===== src/rtl/mem_access_stage_pkg.sv =====
// Shared widths, memory aluop codes and access helpers for the memory-access stage.
// Stands in for the widths and opcodes the core keeps in defines.v.
package mem_access_stage_pkg;

    localparam int REG_BUS      = 32;
    localparam int REG_ADDR_BUS = 5;
    localparam int ALU_OP_BUS   = 8;
    localparam int MEM_ADDR_BUS = 32;

    typedef logic [ALU_OP_BUS-1:0] aluop_t;

    localparam aluop_t EXE_NOP_OP = 8'h00;
    localparam aluop_t EXE_ADD_OP = 8'h20;
    localparam aluop_t EXE_LB_OP  = 8'he0;
    localparam aluop_t EXE_LH_OP  = 8'he1;
    localparam aluop_t EXE_LW_OP  = 8'he3;
    localparam aluop_t EXE_LBU_OP = 8'he4;
    localparam aluop_t EXE_LHU_OP = 8'he5;
    localparam aluop_t EXE_SB_OP  = 8'he8;
    localparam aluop_t EXE_SH_OP  = 8'he9;
    localparam aluop_t EXE_SW_OP  = 8'heb;

    // Everything the bus and write-back need once the stage stops looking at its inputs.
    typedef struct packed {
        aluop_t                  op;
        logic [MEM_ADDR_BUS-1:0] addr;
        logic [3:0]              be;
        logic [REG_BUS-1:0]      wdata;
        logic [REG_ADDR_BUS-1:0] waddr;
    } mem_txn_t;

    function automatic logic is_load(aluop_t op);
        return op inside {EXE_LB_OP, EXE_LH_OP, EXE_LW_OP, EXE_LBU_OP, EXE_LHU_OP};
    endfunction

    function automatic logic is_store(aluop_t op);
        return op inside {EXE_SB_OP, EXE_SH_OP, EXE_SW_OP};
    endfunction

    function automatic logic is_half(aluop_t op);
        return op inside {EXE_LH_OP, EXE_LHU_OP, EXE_SH_OP};
    endfunction

    function automatic logic is_word(aluop_t op);
        return op inside {EXE_LW_OP, EXE_SW_OP};
    endfunction

    function automatic logic misaligned(aluop_t op, logic [1:0] lo);
        return (is_half(op) && lo[0]) || (is_word(op) && (lo != 2'b00));
    endfunction

    function automatic logic [3:0] access_be(aluop_t op, logic [1:0] lo);
        if (is_word(op)) return 4'b1111;
        if (is_half(op)) return lo[1] ? 4'b1100 : 4'b0011;
        return 4'b0001 << lo;
    endfunction

    function automatic logic [REG_BUS-1:0] store_data(aluop_t op, logic [REG_BUS-1:0] rt);
        if (is_word(op)) return rt;
        if (is_half(op)) return {2{rt[15:0]}};
        return {4{rt[7:0]}};
    endfunction

endpackage


===== src/rtl/mem_access_stage_if.sv =====
// Data-memory request/grant/rvalid port between the memory-access stage and data memory.
interface mem_access_stage_if;

    logic                                      req;
    logic                                      we;
    logic [mem_access_stage_pkg::MEM_ADDR_BUS-1:0] addr;
    logic [3:0]                                be;
    logic [mem_access_stage_pkg::REG_BUS-1:0]  wdata;
    logic                                      gnt;
    logic                                      rvalid;
    logic [mem_access_stage_pkg::REG_BUS-1:0]  rdata;

    modport master (output req, we, addr, be, wdata, input gnt, rvalid, rdata);
    modport slave  (input req, we, addr, be, wdata, output gnt, rvalid, rdata);

endinterface


===== src/rtl/mem_access_stage_load_extract.sv =====
// Picks the addressed byte/half out of a load word and sign- or zero-extends it.
module mem_access_stage_load_extract
    import mem_access_stage_pkg::*;
(
    input  aluop_t             aluop,
    input  logic [1:0]         addr_lo,
    input  logic [REG_BUS-1:0] rdata,
    output logic [REG_BUS-1:0] data_o
);

    logic [7:0]  lane_b;
    logic [15:0] lane_h;

    always_comb begin
        case (addr_lo)
            2'd0:    lane_b = rdata[7:0];
            2'd1:    lane_b = rdata[15:8];
            2'd2:    lane_b = rdata[23:16];
            default: lane_b = rdata[31:24];
        endcase
        lane_h = addr_lo[1] ? rdata[31:16] : rdata[15:0];

        case (aluop)
            EXE_LB_OP:  data_o = {{24{lane_b[7]}}, lane_b};
            EXE_LBU_OP: data_o = {24'd0, lane_b};
            EXE_LH_OP:  data_o = {{16{lane_h[15]}}, lane_h};
            EXE_LHU_OP: data_o = {16'd0, lane_h};
            default:    data_o = rdata;
        endcase
    end

endmodule


===== src/rtl/mem_access_stage.sv =====
// Memory-access stage: runs loads/stores on the data-memory port, registers the MEM/WB
// boundary, and stalls upstream while a transaction is outstanding.
module mem_access_stage
    import mem_access_stage_pkg::*;
(
    input  logic                    clk,
    input  logic                    rst,
    input  logic                    we_i,
    input  logic [REG_ADDR_BUS-1:0] reg_waddr_i,
    input  logic [REG_BUS-1:0]      reg_wdata_i,
    input  aluop_t                  aluop_i,
    input  logic [MEM_ADDR_BUS-1:0] mem_addr_i,
    input  logic [REG_BUS-1:0]      rt_data_i,
    mem_access_stage_if.master      dmem,
    output logic                    stallreq,
    output logic                    misalign_o,
    output logic                    we_o,
    output logic [REG_ADDR_BUS-1:0] reg_waddr_o,
    output logic [REG_BUS-1:0]      reg_wdata_o
);

    typedef enum logic [1:0] {S_IDLE, S_REQ, S_WAIT_RD} state_e;

    state_e                  state_q, state_d;
    mem_txn_t                txn_q, txn_d;
    logic                    wb_we_q, wb_we_d;
    logic [REG_ADDR_BUS-1:0] wb_waddr_q, wb_waddr_d;
    logic [REG_BUS-1:0]      wb_wdata_q, wb_wdata_d;
    logic                    misalign_q, misalign_d;
    logic                    stall_c;
    logic [REG_BUS-1:0]      load_data;

    mem_access_stage_load_extract u_load_extract (
        .aluop   (txn_q.op),
        .addr_lo (txn_q.addr[1:0]),
        .rdata   (dmem.rdata),
        .data_o  (load_data)
    );

    // NOTE: every signal written here gets a default first, so no path leaves it
    // unassigned and no latch is inferred.
    always_comb begin
        state_d    = state_q;
        txn_d      = txn_q;
        wb_we_d    = 1'b0;
        wb_waddr_d = wb_waddr_q;
        wb_wdata_d = wb_wdata_q;
        misalign_d = 1'b0;
        stall_c    = 1'b0;

        case (state_q)
            S_IDLE: begin
                if (is_load(aluop_i) || is_store(aluop_i)) begin
                    if (misaligned(aluop_i, mem_addr_i[1:0])) begin
                        misalign_d = 1'b1;
                    end else begin
                        txn_d.op    = aluop_i;
                        txn_d.addr  = mem_addr_i;
                        txn_d.be    = access_be(aluop_i, mem_addr_i[1:0]);
                        txn_d.wdata = store_data(aluop_i, rt_data_i);
                        txn_d.waddr = reg_waddr_i;
                        state_d     = S_REQ;
                        stall_c     = 1'b1;
                    end
                end else begin
                    wb_we_d    = we_i;
                    wb_waddr_d = reg_waddr_i;
                    wb_wdata_d = reg_wdata_i;
                end
            end
            S_REQ: begin
                stall_c = !(is_store(txn_q.op) && dmem.gnt);
                if (dmem.gnt) begin
                    state_d = is_store(txn_q.op) ? S_IDLE : S_WAIT_RD;
                end
            end
            S_WAIT_RD: begin
                stall_c = !dmem.rvalid;
                if (dmem.rvalid) begin
                    wb_we_d    = 1'b1;
                    wb_waddr_d = txn_q.waddr;
                    wb_wdata_d = load_data;
                    state_d    = S_IDLE;
                end
            end
            default: state_d = S_IDLE;
        endcase

        // Reset wins over the combinational stall as well as over the registered state.
        if (rst) stall_c = 1'b0;
    end

    // NOTE: sequential state uses non-blocking assignments so every flop samples
    // the pre-edge values of its peers.
    always_ff @(posedge clk) begin
        if (rst) begin
            state_q    <= S_IDLE;
            txn_q      <= '0;
            wb_we_q    <= 1'b0;
            wb_waddr_q <= '0;
            wb_wdata_q <= '0;
            misalign_q <= 1'b0;
        end else begin
            state_q    <= state_d;
            txn_q      <= txn_d;
            wb_we_q    <= wb_we_d;
            wb_waddr_q <= wb_waddr_d;
            wb_wdata_q <= wb_wdata_d;
            misalign_q <= misalign_d;
        end
    end

    // Bus outputs come only from flops, so req never follows gnt combinationally.
    assign dmem.req   = (state_q == S_REQ);
    assign dmem.we    = (state_q == S_REQ) && is_store(txn_q.op);
    assign dmem.addr  = {txn_q.addr[MEM_ADDR_BUS-1:2], 2'b00};
    assign dmem.be    = txn_q.be;
    assign dmem.wdata = txn_q.wdata;

    assign stallreq    = stall_c;
    assign misalign_o  = misalign_q;
    assign we_o        = wb_we_q;
    assign reg_waddr_o = wb_waddr_q;
    assign reg_wdata_o = wb_wdata_q;

endmodule

===== src/flat_wrapper.sv =====
// flat-port wrapper written by rule: the top's interface ports become plain ports
module mem_access_stage_flat import mem_access_stage_pkg::*;
  (clk, rst, we_i, reg_waddr_i, reg_wdata_i, aluop_i, mem_addr_i, rt_data_i, stallreq, misalign_o, we_o, reg_waddr_o, reg_wdata_o, dmem_req, dmem_we, dmem_addr, dmem_be, dmem_wdata, dmem_gnt, dmem_rvalid, dmem_rdata);
  mem_access_stage_if dmem_i ();
  input  logic clk;
  input  logic rst;
  input  logic we_i;
  input  logic [REG_ADDR_BUS-1:0] reg_waddr_i;
  input  logic [REG_BUS-1:0] reg_wdata_i;
  input  aluop_t aluop_i;
  input  logic [MEM_ADDR_BUS-1:0] mem_addr_i;
  input  logic [REG_BUS-1:0] rt_data_i;
  output logic stallreq;
  output logic misalign_o;
  output logic we_o;
  output logic [REG_ADDR_BUS-1:0] reg_waddr_o;
  output logic [REG_BUS-1:0] reg_wdata_o;
  output wire logic [$bits(dmem_i.req)-1:0] dmem_req;
  output wire logic [$bits(dmem_i.we)-1:0] dmem_we;
  output wire logic [$bits(dmem_i.addr)-1:0] dmem_addr;
  output wire logic [$bits(dmem_i.be)-1:0] dmem_be;
  output wire logic [$bits(dmem_i.wdata)-1:0] dmem_wdata;
  input wire logic [$bits(dmem_i.gnt)-1:0] dmem_gnt;
  input wire logic [$bits(dmem_i.rvalid)-1:0] dmem_rvalid;
  input wire logic [$bits(dmem_i.rdata)-1:0] dmem_rdata;
  assign dmem_req = dmem_i.req;
  assign dmem_we = dmem_i.we;
  assign dmem_addr = dmem_i.addr;
  assign dmem_be = dmem_i.be;
  assign dmem_wdata = dmem_i.wdata;
  assign dmem_i.gnt = dmem_gnt;
  assign dmem_i.rvalid = dmem_rvalid;
  assign dmem_i.rdata = dmem_rdata;
  mem_access_stage u_core (.clk(clk), .rst(rst), .we_i(we_i), .reg_waddr_i(reg_waddr_i), .reg_wdata_i(reg_wdata_i), .aluop_i(aluop_i), .mem_addr_i(mem_addr_i), .rt_data_i(rt_data_i), .dmem(dmem_i), .stallreq(stallreq), .misalign_o(misalign_o), .we_o(we_o), .reg_waddr_o(reg_waddr_o), .reg_wdata_o(reg_wdata_o));
endmodule

===== config.mk =====
export PLATFORM = sky130hd
export DESIGN_NAME = mem_access_stage_flat
export DESIGN_NICKNAME = d
export VERILOG_FILES = /design/src/rtl/mem_access_stage_pkg.sv /design/src/rtl/mem_access_stage_if.sv /design/src/rtl/mem_access_stage_load_extract.sv /design/src/rtl/mem_access_stage.sv /design/src/flat_wrapper.sv
export SDC_FILE = /design/constraint.sdc
export NUM_CORES = 1
export LEC_CHECK = 0
export ABC_AREA = 1
export CORE_ASPECT_RATIO = 1.25
export CORE_MARGIN = 4
export CORE_UTILIZATION = 42
export DETAILED_ROUTE_END_ITERATION = 12
export GPL_TIMING_DRIVEN = 1
export PLACE_DENSITY = 0.88
export SLEW_MARGIN = 10
export SYNTH_ARGS = -nofsm -noshare
export SYNTH_HDL_FRONTEND = slang
export SYNTH_SLANG_ARGS = --single-unit

===== constraint.sdc =====
create_clock -name clk -period 5.8 [get_ports clk]
set_clock_uncertainty 0.05 [all_clocks]
set_input_delay 1.74 -clock clk [delete_from_list [all_inputs] [get_ports clk]]
set_output_delay 1.74 -clock clk [all_outputs]
set_load 0.02 [all_outputs]

==> results of run 1 <==
==> worst min-delay path by stage <==
stage,startpoint,end,slack (ns),depth (start not counted)
detailed placement,u_core.txn_q[77],u_core.txn_q[77],0.41,2
CTS,u_core.dmem.wdata[16],u_core.dmem.wdata[16],0.42,2
global route,u_core.dmem.wdata[16],u_core.dmem.wdata[16],0.43,2
global placement,u_core.txn_q[77],u_core.txn_q[77],0.40,2
floorplan,u_core.txn_q[77],u_core.txn_q[77],0.39,2
finish,u_core.dmem.wdata[16],u_core.dmem.wdata[16],0.41,2
==> cells in the final DEF, fill, tap and decap left out, types with 2 or more instances in the layout <==
cell type	instances
a21oi_1	51
buf_4	11
bufinv_16	3
clkbuf_16	17
clkdlybuf4s50_1	252
clkinv_2	2
clkinv_4	4
clkinvlp_4	2
conb_1	2
dfxtp_1	122
inv_1	93
inv_2	4
inv_6	2
nand2_1	295
nand3_1	64
nand3_2	4
nand3b_1	8
nand4_1	10
nor2_1	252
nor2_2	2
nor2_4	3
nor3_1	3
o21ai_0	76
o21ai_1	8
o21bai_1	16
or2_2	8
==> Yosys cell counts <==
cell type  number
nor2_8          1
nor2_2          2
a21oi_1        51
o2111ai_1       1
o21ai_1         8
nand3b_1        8
clkinv_1        1
buf_6           4
nand2_1       296
nand3_1        64
nor2_1        252
clkbuf_1       31
or2_2           8
o21bai_1       16
or2_1           1
nor2_4          3
buf_4          73
nand3_2         4
inv_2           3
dfxtp_1       122
o22ai_1         1
o21ai_0        76
buf_2          23
inv_1          94
nor3_1          3
conb_1          1
nand4_1        10
==> cell type report <==
cell class | instances | share of cell area
tap | 220 | 0.0281
clock inverter | 13 | 0.0171
sequential | 122 | 0.249
multi-input combinational | 807 | 0.357
clock buffer | 19 | 0.0452
timing repair buffer | 264 | 0.266
inverter | 98 | 0.0375
==> cells by family after synthesis <==
family                 Yosys count  share of synthesized area
buffers and inverters          229                      0.167
AOI/OAI and AO/OA              153                      0.114
and+or+nand+nor                652                      0.376
DFF                            122                      0.343
other                            1                   0.000526
==> metrics by stage <==
stage	instances	power (mW)	setup WS, ns
after detailed placement	1511	1.28	0.335
after CTS	1543	2.38	0.332
final	1543	2.36	0.327
after global routing	1543	2.45	0.181
after global placement	1511	1.28	0.424
after floorplan	1158	1.10	0.972
==> per-layer routing <==
metal	GRT usage	part of all wire	up-vias
met3	0.0744	0.093	59
met1	0.258	0.38	3408
met5	0	0	-
li1	-	-	3831
met4	0.0945	0.038	0
met2	0.414	0.49	358
==> state kept, by name, indices dropped and copies added (netlist names) <==
| register | count |
|---|---|
| u_core.dmem.wdata | 32 |
| u_core.misalign_o | 1 |
| u_core.dmem.addr | 30 |
| u_core.state_q | 2 |
| u_core.dmem.be | 4 |
| u_core.txn_q | 15 |
| u_core.reg_waddr_o | 5 |
| u_core.we_o | 1 |
| u_core.reg_wdata_o | 32 |
==> power groups by stage <==
stage	Combinational [mW]	Sequential, mW	Clock (mW)
5_1_grt	0.410	0.894	1.15
2_1_floorplan	0.166	0.929	0
6_report	0.376	0.891	1.09
3_5_place_dp	0.375	0.909	0
3_3_place_gp	0.370	0.907	0
4_1_cts	0.377	0.891	1.11
==> worst reg2reg max path, cell delays in order, from the launching register on <==
cell     delay, ns
dfxtp_1       0.35
inv_1         0.06
nor2_2        0.07
buf_4         0.33
nand2_1       0.57
nand2_2       0.21
buf_4         0.53
nand2_1       0.11
nor2_1        0.14
nor2_1        0.06
==> metrics, run 1 <==
status=finished clean; CTS tree=built; Slew @ Worst Pin=0.896 ns; Worst path top cell family by delay=buffers and inverters; Buf/Inv on CP=3; CP max stage delay=around 0.64 ns; Hold Slack=0.413 ns; GRT Total Usage=0.233; Max Freq=183 MHz; CP Class=input port to output port; Pwr per Cell Area=240 mW/mm^2; grt ovf=0; Setup crit start kind=input port; final-report setup violation count=0; Post-CTS Setup Bufs=0; Post-Route WL=22.8 mm; share of layout cells above drive strength 1=0.0499; slowest CP cell=clkdlybuf4s50_1; Rel. slew slack=0.402; origin of the critical flop-to-flop path=u_core.state_q[1]; CTS Buf Count=17; Clock Latency Late Sink=0.40 ns; Syn Inst Count=between 1000 and 1500; Area Growth Syn to Fin=37.6%; CTS max path bufs=2; Cell Chain, Critical Path=clkdlybuf4s50_1 -> inv_1 -> o21ai_1 -> nand3_1 -> nand3_1 -> nand3_2 -> a21oi_1 -> clkdlybuf4s50_1; largest net degree at the start of global routing=96; Seq/Total Area, Yosys=0.343; Slew Limit Fails=0; vias in the first global route=about 7300; critical path arrival=about 3.7 ns; setup TNS=0 ns; RSZ-0062 raised after global routing=false; Sw Share=0.256; DRC Markers=0; Inserted Diodes=0; post-layout util=0.587; core area=0.0167 mm^2; Via Count=7656; clk sinks=between 100 and 150; Fin. Hold Viols=0; clock group share of total power=0.463; IO Pins=approximately 260; crit path launch=aluop_i[0]; Setup crit end=stallreq; first-pass GRT wire length=36.6 mm; Worst Path Max Fanout=6; sequential group share of total power=0.378; nets@finish=between 1000 and 1500; Multi-input gate area=0.00350 mm^2; Die Width=125 um; Post-DRT Antenna Nets=0; synth top area cells=dfxtp_1 (34%), nand2_1 (16%), nor2_1 (13%), buf_4 (7.7%), o21ai_0 (5.3%); first drt pass iteration count=6; Sequential Area=between 0.002 and 0.0025 mm^2; Psw=604 uW; Mean Syn Cell Area=about 6.2 um^2; number of fillers in the final layout=around 1500; Hold Path Class=flop to flop; hold_buf cts=0; port bufs=253; initial drt markers=620; Worst VDD drop=0.186 mV; Std-Cell Rows=53; period utilization=0.944; FF-to-FF End=u_core.reg_wdata_o[14]; post-DR vias/cell=4.96; die area=about 0.019 mm^2; gpl congestion=roughly 0.94; top-area cell type share of the netlist area=0.343; crit path time final=5.47 ns; Starting Density=0.426; dpl hpwl=16.4 mm; R2R Setup Slk=roughly 3.2 ns; Power Internal=1.75 mW; r2r worst-path depth=9; # resized after CTS=0; Stages on worst setup path=8; Distinct cells, synth=27; leakage power=4.39 nW; crit end category=output port; drt wl/cell=14.8 um; CTS clk-pin slew, worst paths=roughly 0.060 ns; CP required=about 4 ns; die height=around 150 um; Comb power frac=0.159; Netlist Area Pre-Place=0.00713 mm^2; synthesized flop and latch total=122; post-route cell area=0.00980 mm^2; number of H-tree levels=4; Placed Area=0.00919 mm^2; yosys warns=0; initial antenna violation count=0; clk root buf=clkbuf_16; MaxCap Viol Count=0; most area-hungry cell type in the Yosys netlist=dfxtp_1
Note: power is estimated with default switching activity, not from simulation.
==> inputs of run 2 (changes only) <==
--- a/config.mk
+++ b/config.mk
@@ -11,8 +11,9 @@
 export CORE_UTILIZATION = 42
 export DETAILED_ROUTE_END_ITERATION = 12
 export GPL_TIMING_DRIVEN = 1
-export PLACE_DENSITY = 0.88
+export PLACE_DENSITY = 0.76
 export SLEW_MARGIN = 10
 export SYNTH_ARGS = -nofsm -noshare
 export SYNTH_HDL_FRONTEND = slang
 export SYNTH_SLANG_ARGS = --single-unit
+export TNS_END_PERCENT = 100
==> metrics, run 2 (synthesis results as in run 1) <==
status=finished clean; number of fillers in the final layout=1609 (+5.2%); Hold Path Origin=u_core.txn_q[77]; placed insts=1509 (-0.13%); most common cell after layout, fill and taps aside=nand2_1; Pwr per Cell Area=246 mW/mm^2 (+2.3%); port bufs=253 (unchanged); Post-CTS Setup Bufs=0 (unchanged); die height=154 um (unchanged); Slew Limit Fails=0 (unchanged); Setup crit start kind=input port; IO Pins=256 (unchanged); CP required=4.01 ns (about the same); Hold Path Class=flop to flop; initial drt markers=617 (-0.48%); Placed Area=0.00919 mm^2 (about the same); Worst VDD drop=0.251 mV (+35%); share of layout cells above drive strength 1=0.0492 (-0.000681); leakage power=4.40 nW (+0.20%); dpl hpwl=16.1 mm (-2.2%); Post-DRT Antenna Nets=0 (unchanged); drt wl/cell=14.6 um (-1.2%); Slew @ Worst Pin=1.12 ns (+0.226 ns); vias in the first global route=7199 (-1.2%); die area=0.0191 mm^2 (unchanged); number of H-tree levels=4 (unchanged); CTS tree=built; Fin. Hold Viols=0 (unchanged); Hold Slack=0.418 ns (+0.00512 ns); Worst Path Max Fanout=4 (-2); WHS Path Cells=2 (unchanged); Std-Cell Rows=53 (unchanged); GRT Total Usage=0.230 (-0.00301); Max Freq=181 MHz (-0.99%); Die Width=125 um (unchanged); clk root buf=clkbuf_16; core area=0.0167 mm^2 (unchanged); CTS max path bufs=2 (unchanged); Rel. slew slack=0.249 (-0.153); Post-Route WL=22.5 mm (-1.3%); Clock Latency Late Sink=0.41 ns (about the same); FF-to-FF End=u_core.reg_wdata_o[8]; CTS Buf Count=17 (unchanged); R2R Setup Slk=3.00 ns (-0.24 ns); Via Count=7504 (-2.0%); nets@finish=1454 (-0.14%); crit path time final=5.53 ns (+0.0548 ns); RSZ-0062 raised after global routing=false; hold_buf cts=0 (unchanged); initial antenna violation count=0 (unchanged); origin of the critical flop-to-flop path=u_core.state_q[1]; Area Growth Syn to Fin=37.9%; final-report setup violation count=0 (unchanged); Worst Hold End=u_core.txn_q[77]; first-pass GRT wire length=36.0 mm (-1.8%); Post-Layout Cell Count=1541 (-0.13%); CTS clk-pin slew, worst paths=0.06 ns (about the same); period utilization=0.953 (+0.00945); Inserted Diodes=0 (unchanged); first drt pass iteration count=5 (-1); grt ovf=0 (unchanged); gpl congestion=0.955 (+1.5%); most frequent cells in the layout=nand2_1 (295), nor2_1 (252), clkdlybuf4s50_1 (252), dfxtp_1 (122), inv_1 (93); # resized after CTS=0 (unchanged); setup TNS=0 ns (unchanged); clk sinks=122 (unchanged); post-DR vias/cell=4.87 (-1.9%); Starting Density=0.426 (unchanged); post-route cell area=0.00983 mm^2 (+0.22%); crit end category=output port; MaxCap Viol Count=0 (unchanged); CP Class=input port to output port; largest net degree at the start of global routing=96 (unchanged); DRC Markers=0 (unchanged); critical path arrival=3.74 ns (+0.06 ns); post-layout util=0.588 (+0.00127); r2r worst-path depth=8 (-1)
## run 2: area by class of cell
type | count | area (um^2) | area share
inverters | 98 | 368 | 0.0374
repair buffers | 262 | 2590 | 0.264
well taps | 220 | 275 | 0.0280
clock inverters | 15 | 214 | 0.0218
clock buffers | 17 | 425 | 0.0433
multi-input cells | 807 | 3510 | 0.357
flip-flops and latches | 122 | 2440 | 0.249
## run 2: where the power goes
part | switching [mW] | internal (mW)
Sequential | 0.0184 | 0.872
Clock | 0.423 | 0.729
Combinational | 0.184 | 0.190
## run 2: layer usage
layer,global-route usage,vias to the layer above,share of wire
met5,0,-,0
met4,0.104,0,0.040
met3,0.0719,52,0.084
met2,0.404,299,0.49
met1,0.255,3322,0.39
li1,-,3831,-
## run 2: worst max path at each step
stage	startpoint	to	slack [ns]	depth (start not counted)
final	aluop_i[2]	stallreq	0.27	8
after global placement	aluop_i[6]	stallreq	0.36	8
after global routing	aluop_i[2]	stallreq	0.20	8
after detailed placement	aluop_i[2]	stallreq	0.30	8
after CTS	aluop_i[2]	stallreq	0.32	8
after floorplan	aluop_i[4]	stallreq	0.97	9
## run 2: per-stage QoR
| step | power, mW | worst slack, ns |
|---|---|---|
| after global routing | 2.51 | 0.196 |
| after CTS | 2.44 | 0.325 |
| after global placement | 1.28 | 0.357 |
| after detailed placement | 1.28 | 0.297 |
| after floorplan | 1.10 | 0.972 |
| final | 2.42 | 0.272 |
## run 2: critical path, stage by stage
cell and delay [ns]:
clkdlybuf4s50_1 0.55, inv_1 0.12, nor2_1 0.13, nand4_1 0.13
nand3_1 0.19, nand3_4 0.09, a21oi_1 0.16, clkdlybuf4s50_1 0.63
==> RTL change 1, RTL diff (settings of run 1) <==
Change the package constant `REG_ADDR_BUS` from 5 to 4.
--- a/src/rtl/mem_access_stage_pkg.sv
+++ b/src/rtl/mem_access_stage_pkg.sv
@@ -5,3 +5,3 @@
     localparam int REG_BUS      = 32;
-    localparam int REG_ADDR_BUS = 5;
+    localparam int REG_ADDR_BUS = 4;
     localparam int ALU_OP_BUS   = 8;
Interface: changed (resized reg_waddr_i and reg_waddr_o); port bits go from 256 to 254. The function was not compared with the original's and may differ.
==> RTL change 1 against run 1 <==
Via count shrank 6.2%; final area shrank 4.4%; largest cell class unchanged; clock power is essentially flat; setup slack gained 0.12 ns; sequential cell count shrank 2; synthesized area shrank 6.4%; global-route usage grew 0.34 points; highest routed layer unchanged; routed wire length shrank 4.4%; power shrank 2.1%.
==> RTL change 1: results (changes against run 1) <==
Slew @ Worst Pin=0.9897 ns (was 0.8965 ns); reg-to-reg critical path endpoint=u_core.dmem.wdata[25]$_SDFFE_PP0P_ (was u_core.reg_wdata_o[14]$_SDFFE_PP0P_); Netlist cell types=26 (was 27); Static Leakage=3.939 nW (was 4.389 nW); status=finished, final reports clean (unchanged); placer congestion estimate=0.9337 (was 0.9405); final WL=21.83 mm (was 22.84 mm); DR WL met3=1.862 mm (was 2.125 mm); number of global-route vias before repair=6662 (was 7285); nets=1369 (was 1456); Tightest Hold Check Type=register to register (unchanged); f_max=0.1867 GHz (was 0.1827 GHz); Post-DP Area=8766 µm² (was 9194 µm²); routed wl met2=10.54 mm (was 11.18 mm); Root Buffer=clkbuf_16 (unchanged); hold wc startpoint=u_core.dmem.wdata[22]$_SDFFE_PP0P_ (was u_core.dmem.wdata[16]$_SDFFE_PP0P_); clock latency on the worst-skew pair=roughly 0.41 ns; grt met1 use=0.2696 (was 0.2581); Async SR Flop Fraction=0 (unchanged); DRC=0 (unchanged); Fill cells=1479 (was 1530); layout cells sized above 1=0.04850 (was 0.04989); gr usage total=0.2368 (was 0.2334); R2R cell count=10 (was 9); CP arrival=3.57 ns (was 3.68 ns); worst hold endpoint=u_core.dmem.wdata[22]$_SDFFE_PP0P_ (was u_core.dmem.wdata[16]$_SDFFE_PP0P_); worst vdd ir=233.7 µV (was 185.6 µV); WHS=0.4152 ns (was 0.4130 ns); Overflow after GRT=0 (unchanged); average routed wire per standard cell=15.06 µm (was 14.80 µm); Post-Route M1 WL=8.549 mm (was 8.655 mm); pre-CTS WS=0.4427 ns (was 0.3353 ns); CP max stage cell=clkdlybuf4s50_1 (unchanged); Inserted Clock Buffers=17 (unchanged); Seq/Total Area, Yosys=0.3600 (was 0.3427); first-pass GRT wire length=33.89 mm (was 36.65 mm); worst hold stages=2 (unchanged); largest net degree at the start of global routing=82 (was 96); DR vias=7182 (was 7656); initial DRC count=510 (was 620); GR Util met3=0.07663 (was 0.07436); Avg Inst Size Synth=6.237 µm² (was 6.160 µm²); ranking of synthesized cells by area=dfxtp_1, nand2_1, nor2_1 (unchanged); GR met2 Demand/Resource=0.4028 (was 0.4139); IO buf count=251 (was 253); HPWL after detailed placement=15.89 mm (was 16.44 mm); DRT Pass-1 Iters=5 (was 6); R2R setup slack=3.08 ns (was 3.24 ns); commonest cells in the synthesized netlist=nand2_1, nor2_1, dfxtp_1, o21ai_0, inv_1 (was nand2_1, nor2_1, dfxtp_1, inv_1, o21ai_0); Slowest Stage Delay on Critical Path=0.61 ns (was 0.64 ns); worst r2r src=u_core.state_q[0]$_SDFFE_PP0P_ (was u_core.state_q[1]$_SDFFE_PP0P_); Worst Setup SP=aluop_i[5] (was aluop_i[0])
-- RTL change 1: worst min-delay path, cell delays in order, from the launching register on --
cell and delay, ns:
dfxtp_1 0.30, nand2_1 0.06, a21oi_1 0.05
-- RTL change 1: cell type report --
cell class / instances / area (µm²) / share of cell area
sequential: 120 / 2402 / 0.2563
inverter: 80 / 300.3 / 0.03204
timing repair buffer: 263 / 2615 / 0.2790
clock buffer: 21 / 460.4 / 0.04913
clock inverter: 11 / 146.4 / 0.01562
multi-input combinational: 742 / 3183 / 0.3396
tap: 212 / 265.3 / 0.02830
-- RTL change 1: kinds of logic after synthesis --
| kind of cell | synth area share |
|---|---|
| and+or+nand+nor | 0.3423 |
| buffers and inverters | 0.1648 |
| AOI/OAI and AO/OA | 0.1324 |
| DFF | 0.3600 |
| other | 0.0005619 |
-- RTL change 1: where the power goes --
part	leakage [nW]	internal, W	total, W	switching [W]
Combinational	2.68	0.000182	0.000350	0.000169
Sequential	0.979	0.000856	0.000872	0.0000164
Clock	0.282	0.000698	0.00109	0.000388
==> RTL change 2, RTL diff (config.mk and constraints of run 1) <==
Made on the original files. Encoding of `state_e`: now one-hot (3 bits for 3 states).
--- a/src/rtl/mem_access_stage.sv
+++ b/src/rtl/mem_access_stage.sv
@@ -21,3 +21,3 @@
 
-    typedef enum logic [1:0] {S_IDLE, S_REQ, S_WAIT_RD} state_e;
+    typedef enum logic [2:0] {S_IDLE = 3'b001, S_REQ = 3'b010, S_WAIT_RD = 3'b100} state_e;
 
Function: same outputs for any inputs over 4 cycles, from zero or initial values and one cycle with rst high; so few cycles prove little.
==> RTL change 2 against run 1 <==
Setup slack got worse by 0.11 ns; critical path depth rose by 3; first-iteration DRC count decreased by 15%; combinational power rose by 36%; power grew 3.1%; sequential cell count grew 1; routed wire length up 0.28%; final area up 0.15%; synthesized area grew 0.33%; critical path type unchanged.
==> RTL change 2: results (changes against run 1) <==
DRT Pass-1 Iters=10 (was 6); Static Leakage=4.349 nW (was 4.389 nW); gr usage total=0.2329 (was 0.2334); largest net degree at the start of global routing=111 (was 96); GR met2 Demand/Resource=0.4082 (was 0.4139); number of global-route vias before repair=7180 (was 7285); DR WL met3=1.832 mm (was 2.125 mm); Slew @ Worst Pin=1.272 ns (was 0.8965 ns); R2R setup slack=2.94 ns (was 3.24 ns); Die Wd=124.7 µm (was 124.5 µm); GR Util met3=0.06081 (was 0.07436); Cells after Synth=1165 (was 1157); worst r2r src=u_core.state_q[2]$_SDFFE_PP0P_ (was u_core.state_q[1]$_SDFFE_PP0P_); average routed wire per standard cell=14.74 µm (was 14.80 µm); Post-Layout Cell Count=1554 (was 1543); worst hold endpoint=u_core.dmem.be[1]$_SDFFE_PP0P_ (was u_core.dmem.wdata[16]$_SDFFE_PP0P_); HPWL after detailed placement=16.73 mm (was 16.44 mm); CP arrival=3.80 ns (was 3.68 ns); routed wl met2=11.25 mm (was 11.18 mm); Compound-Gate Fraction of Synth Area=0.1066 (was 0.1138); reg-to-reg critical path endpoint=u_core.reg_wdata_o[5]$_SDFFE_PP0P_ (was u_core.reg_wdata_o[14]$_SDFFE_PP0P_); Max FO, Critical Path=3 (was 6); Seq/Total Area, Yosys=0.3444 (was 0.3427); Net Sw Power=0.0007240 W (was 0.0006042 W); placer congestion estimate=0.8977 (was 0.9405); Worst Setup SP=aluop_i[2] (was aluop_i[0]); commonest cells in the synthesized netlist=nand2_1, nor2_1, dfxtp_1, inv_1, nand3_1 (was nand2_1, nor2_1, dfxtp_1, inv_1, o21ai_0); hold wc startpoint=u_core.dmem.be[1]$_SDFFE_PP0P_ (was u_core.dmem.wdata[16]$_SDFFE_PP0P_); status=finished, final reports clean (unchanged); grt met1 use=0.2685 (was 0.2581); Fill cells=1584 (was 1530); DR vias=7593 (was 7656); Synth Area in XOR/XNOR=0 (unchanged); Post-Route M1 WL=9.032 mm (was 8.655 mm); nets=1467 (was 1456); R2R cell count=10 (was 9)
## RTL change 2: cell types whose count changed after synthesis, sizes merged, moves of 7 or more
cell / delta
nand3: +18
nand2: -15
o21ai: -7
inv: +21
o21bai: -16
nor2: -19
a21oi: +11
or2: +15
## RTL change 2: critical path, cell delays in order
cell and delay [ns]:
clkdlybuf4s50_1 0.57, nand2_1 0.12, and2_1 0.17, nand3_1 0.09, nand2_1 0.09, nand2_2 0.11, nand3_2 0.09, inv_2 0.08
o21ai_1 0.07, inv_1 0.05, clkdlybuf4s50_1 0.61
## RTL change 2: through the flow
step | instance area [µm²] | setup WS [ns] | utilization | hold slack [ns]
after global placement | 9268 | 0.2154 | 0.5524 | 0.4008
final | 9819 | 0.2129 | 0.5853 | 0.4113
after detailed placement | 9268 | 0.1927 | 0.5524 | 0.4047
after global routing | 9819 | 0.05626 | 0.5853 | 0.4343
after CTS | 9819 | 0.1861 | 0.5853 | 0.4139
after floorplan | 7154 | 1.081 | - | 0.3888
## RTL change 2: power by group through the flow
| stage | combinational, W | clock (W) | sequential (W) |
|---|---|---|---|
| 2_1_floorplan | 0.000232 | 0 | 0.000985 |
| 3_3_place_gp | 0.000502 | 0 | 0.000943 |
| 3_5_place_dp | 0.000508 | 0 | 0.000946 |
| 4_1_cts | 0.000511 | 0.00102 | 0.000927 |
| 5_1_grt | 0.000557 | 0.00105 | 0.000932 |
| 6_report | 0.000510 | 0.000993 | 0.000927 |
## RTL change 2: area by class of cell
cell class,count,area (µm²),share of cell area
multi-input combinational,793,3445,0.3508
timing repair buffer,267,2638,0.2686
sequential,123,2462,0.2508
inverter,119,447.9,0.04562
clock buffer,18,439.2,0.04472
tap,220,275.3,0.02803
clock inverter,14,112.6,0.01147
